--- src/rtl/scan_decoder.sv ---
// scan_decoder: registered SEL_W-to-2^SEL_W one-hot decoder with enable.
// DIRECT mode decodes the input index. SCAN mode walks the active line
// across all outputs and advances one line every DIV clocks.
// Build option: define DECODER_ACTIVE_LOW_EN to drive d inverted
// (inactive/reset value all ones, e.g. common-anode digit select).
// idx and wrap keep the same polarity in both builds.
//
//   state     | meaning
//   ----------+------------------------------------------------------
//   ST_IDLE   | disabled or in reset; d inactive, idx holds last value
//   ST_DIRECT | d decodes in, one clock of latency
//   ST_SCAN   | d walks idx upward, stepping when div_cnt hits DIV-1
module scan_decoder #(
  parameter int SEL_W = 2,
  parameter int DIV   = 4
) (
  input  logic                    clk,
  input  logic                    rst,
  input  logic                    en,
  input  logic                    mode,
  input  logic [SEL_W-1:0]        in,
  output logic [(1<<SEL_W)-1:0]   d,
  output logic [SEL_W-1:0]        idx,
  output logic                    wrap
);

  localparam int N     = 1 << SEL_W;
  localparam int CNT_W = (DIV > 1) ? $clog2(DIV) : 1;
  localparam logic [CNT_W-1:0] CNT_LAST = CNT_W'(DIV - 1);
  localparam logic [N-1:0]     ONE      = N'(1);

`ifdef DECODER_ACTIVE_LOW_EN
  localparam logic [N-1:0] D_OFF = '1;
`else
  localparam logic [N-1:0] D_OFF = '0;
`endif

  typedef enum logic [1:0] {
    ST_IDLE   = 2'd0,
    ST_DIRECT = 2'd1,
    ST_SCAN   = 2'd2
  } state_t;

  state_t            state_q, state_d;
  logic [SEL_W-1:0]  idx_q, idx_d;
  logic [CNT_W-1:0]  div_cnt_q, div_cnt_d;
  logic              wrap_q, wrap_d;
  logic [N-1:0]      d_q, d_d;
  logic [N-1:0]      hot_d;

  // Next-state, next-index and scan timing; d is decoded from the next idx
  // so that d and idx always update in the same cycle.
  always_comb begin
    state_d   = state_q;
    idx_d     = idx_q;
    div_cnt_d = '0;
    wrap_d    = 1'b0;
    hot_d     = '0;

    if (!en) begin
      state_d = ST_IDLE;
    end else if (!mode) begin
      state_d = ST_DIRECT;
      idx_d   = in;
    end else if (state_q != ST_SCAN) begin
      // Entering SCAN: start at in, first step lands DIV clocks later.
      state_d = ST_SCAN;
      idx_d   = in;
    end else begin
      state_d = ST_SCAN;
      if (div_cnt_q == CNT_LAST) begin
        idx_d  = idx_q + SEL_W'(1);
        wrap_d = &idx_q;
      end else begin
        div_cnt_d = div_cnt_q + CNT_W'(1);
      end
    end

    if (state_d != ST_IDLE) begin
      hot_d = ONE << idx_d;
    end
    d_d = hot_d ^ D_OFF;
  end

  // State and registered outputs; reset dominates all other inputs.
  always_ff @(posedge clk) begin
    if (rst) begin
      state_q   <= ST_IDLE;
      idx_q     <= '0;
      div_cnt_q <= '0;
      wrap_q    <= 1'b0;
      d_q       <= D_OFF;
    end else begin
      state_q   <= state_d;
      idx_q     <= idx_d;
      div_cnt_q <= div_cnt_d;
      wrap_q    <= wrap_d;
      d_q       <= d_d;
    end
  end

  assign d    = d_q;
  assign idx  = idx_q;
  assign wrap = wrap_q;

endmodule

--- config.mk ---
export PLATFORM = sky130hd
export DESIGN_NAME = scan_decoder
export DESIGN_NICKNAME = d
export VERILOG_FILES = /design/src/rtl/scan_decoder.sv
export SDC_FILE = /design/constraint.sdc
export NUM_CORES = 1
export LEC_CHECK = 0
export ABC_AREA = 1
export BUFFER_PORTS_ARGS = -buffer_cell sky130_fd_sc_hd__buf_2
export CORE_MARGIN = 2
export CORE_UTILIZATION = 34
export CTS_CLUSTER_SIZE = 24
export DETAILED_ROUTE_END_ITERATION = 7
export MAX_ROUTING_LAYER = met4
export PLACE_DENSITY = 0.6
export SETUP_SLACK_MARGIN = 0.02
export SKIP_CTS_REPAIR_TIMING = 1
export SYNTH_ARGS = -nofsm -noshare
export SYNTH_HDL_FRONTEND = slang
export SYNTH_SLANG_ARGS = --single-unit
--- constraint.sdc ---
create_clock -name clk -period 1.13 [get_ports clk]
set_input_delay 0 -clock clk [delete_from_list [all_inputs] [get_ports clk]]
set_output_delay 0 -clock clk [all_outputs]
set_load 0.05 [all_outputs]
==> reports/qor.txt <==
HP Start: en
hold worst-path end: state_q[1]
Setup WS pre-CTS: -69.2 ps
cts bufs inserted: 3
crit path max fanout: 3
period utilization: 102%
Antenna Violating Nets Remaining: 0
Period minus WS final: 1160 ps
port buffer count: 12
CTS tree: built
Worst slew margin: 80.3%
most used routing layer in global routing: met2
# nets final: 94
FF-to-FF Start: div_cnt_q[0]
Root Driver: clkbuf_4
sequential area share after synthesis: 47.7%
final-report hold violation count: 0
CP endpoint kind: flop
initial drt markers: 5
vias: 467
fraction of layout instances using a drive strength above 1: 45.2%
PwrDens: 1180 nW/um^2
grt ovf: 0
Reg2Reg Capture Point: idx[0]
syn_nets: 73
Slew @ Worst Pin: 295 ps
status: finished, violations left
gr usage total: 14.4%
CTS clk-pin slew, worst paths: 70 ps
Arrival @ worst endpoint: 1320 ps
fin. max-slew vios: 0
# rows: 13
synth warn: 0
met2 Use GR: 19.1%
Worst R2R Path Depth: 6
Syn Std Cell Area: 462 um^2
Hold Path Cell Cnt: 3
unrepaired setup endpoints after global routing: yes
Starting Density: 35.9%
Reg2Reg Setup Slack: -30 ps
worst min path class: in -> reg
fin util: 53.0%
crit path kind: reg -> reg
met3 usage in global routing: 5.98%
drt first pass iters: 4
commonest cells after routing, fill and taps aside: 12 x buf_2, 11 x nor2_1, 10 x inv_1, 10 x nand2_1, 7 x dfxtp_1
Layout area overhead: 47.4%
maxcap violations: 0
peak supply drop: 0.536 mV
crit path launch type: flop
Die W: 40.9 um
most common cell after layout, fill and taps aside: buf_2
IO Pins: 13
grt met1 use: 15.0%
# setup viols final: 3
Detailed Route WL: 1.00 mm
post-route setup slack: -26.0 ps
clk_lat worst skew: 270 ps
initial antenna violation count: 0
achievable frequency: 0.865 GHz
synthesis-stage register bit count: 11
Synth Instances: 64
Diodes inserted: 0
# fillers: 119
Clock Skews: 4.58 ps
drt drc: 0
failing checks: negative setup slack
clk buf depth: 2
vias per inst: 4.72
Synth cell types: 10
routed len/inst: 10.1 um
Die ar.: 1670 um^2
first-pass GRT wire length: 1.41 mm
vias in the first global route: 355
HPWL after DPL: 703 um
Required @ worst endpoint: 1290 ps
Mean Syn Cell Area: 7.21 um^2
height of the die: 40.9 um
gpl congestion: 0.855
LEAKAGE: 0.000337 uW
# clock sinks: 11
final hold slack: 19.3 ps
largest net degree at the start of global routing: 8
core area: 1280 um^2
H-tree level count: 1
[power by group]
group | switching, uW | total (uW) | internal, uW | leakage (uW)
Combinational | 87.1 | 132 | 44.6 | 0.000229
Sequential | 7.11 | 404 | 397 | 0.0000924
Clock | 132 | 269 | 137 | 0.0000150
Total | 226 | 805 | 578 | 0.000337
[synth_stat cells]
cell     count  share of area [%]
nand3_2      1                2.2
nand3_1      4                4.3
nand2_1     14                 11
a21oi_1      1                1.1
nand4_1      1                1.4
inv_1       13                 11
nor2_1      15                 12
dfxtp_1     11                 48
nor3_1       1                1.1
ha_1         3                8.1
[stage by stage]
| stage | total power, uW | instances | area, um^2 | setup TNS [ps] |
|---|---|---|---|---|
| 6_report | 805 | 99 | 681 | -50.0 |
| 3_3_place_gp | 525 | 92 | 568 | -32.8 |
| 2_1_floorplan | 491 | 64 | 482 | -10.3 |
| 5_1_grt | 851 | 99 | 681 | -431 |
| 4_1_cts | 797 | 96 | 594 | -243 |
| 3_5_place_dp | 526 | 92 | 568 | -189 |
[worst max-delay path: stages, from the launching register on]
cell     delay [ps]
dfxtp_4         380
ha_4            140
nand2_1          90
a21oi_2         150
nor2_1           60
nor2_2          160
nor2_1           70
[state kept, by name, summed over array words and instances (netlist names)]
register / count
idx: 2
wrap: 1
d: 4
div_cnt_q: 2
state_q: 2
[layer usage]
metal,wire (um),share of wire (%)
met2,461,46
met5,0,0
met1,415,41
met4,59,5.9
met3,66,6.6
[layout make-up]
| cell class | instances | area, um^2 | area share (%) |
|---|---|---|---|
| multi-input cells | 40 | 259 | 38.1 |
| well taps | 15 | 18.8 | 2.76 |
| repair buffers | 16 | 95.1 | 14.0 |
| inverters | 13 | 48.8 | 7.17 |
| flip-flops and latches | 11 | 233 | 34.2 |
| clock buffers | 4 | 26.3 | 3.86 |
[logic make-up after synthesis]
kind of cell / Yosys count / synth area share [%]
simple gates: 36 / 32.5
buf+inv: 13 / 10.6
compound gates: 1 / 1.08
flops: 11 / 47.7
fa+ha+maj: 3 / 8.13
[worst max-delay path by stage]
stage | from | endpoint | depth (start not counted)
after floorplan | idx[1] | idx[1] | 7
after global placement | div_cnt_q[0] | d[3] | 7
after detailed placement | div_cnt_q[0] | d[1] | 7
after CTS | div_cnt_q[0] | d[1] | 7
after global routing | idx[1] | d[3] | 7
final | div_cnt_q[0] | idx[0] | 6
No activity file was read; power rests on OpenSTA's default activity.
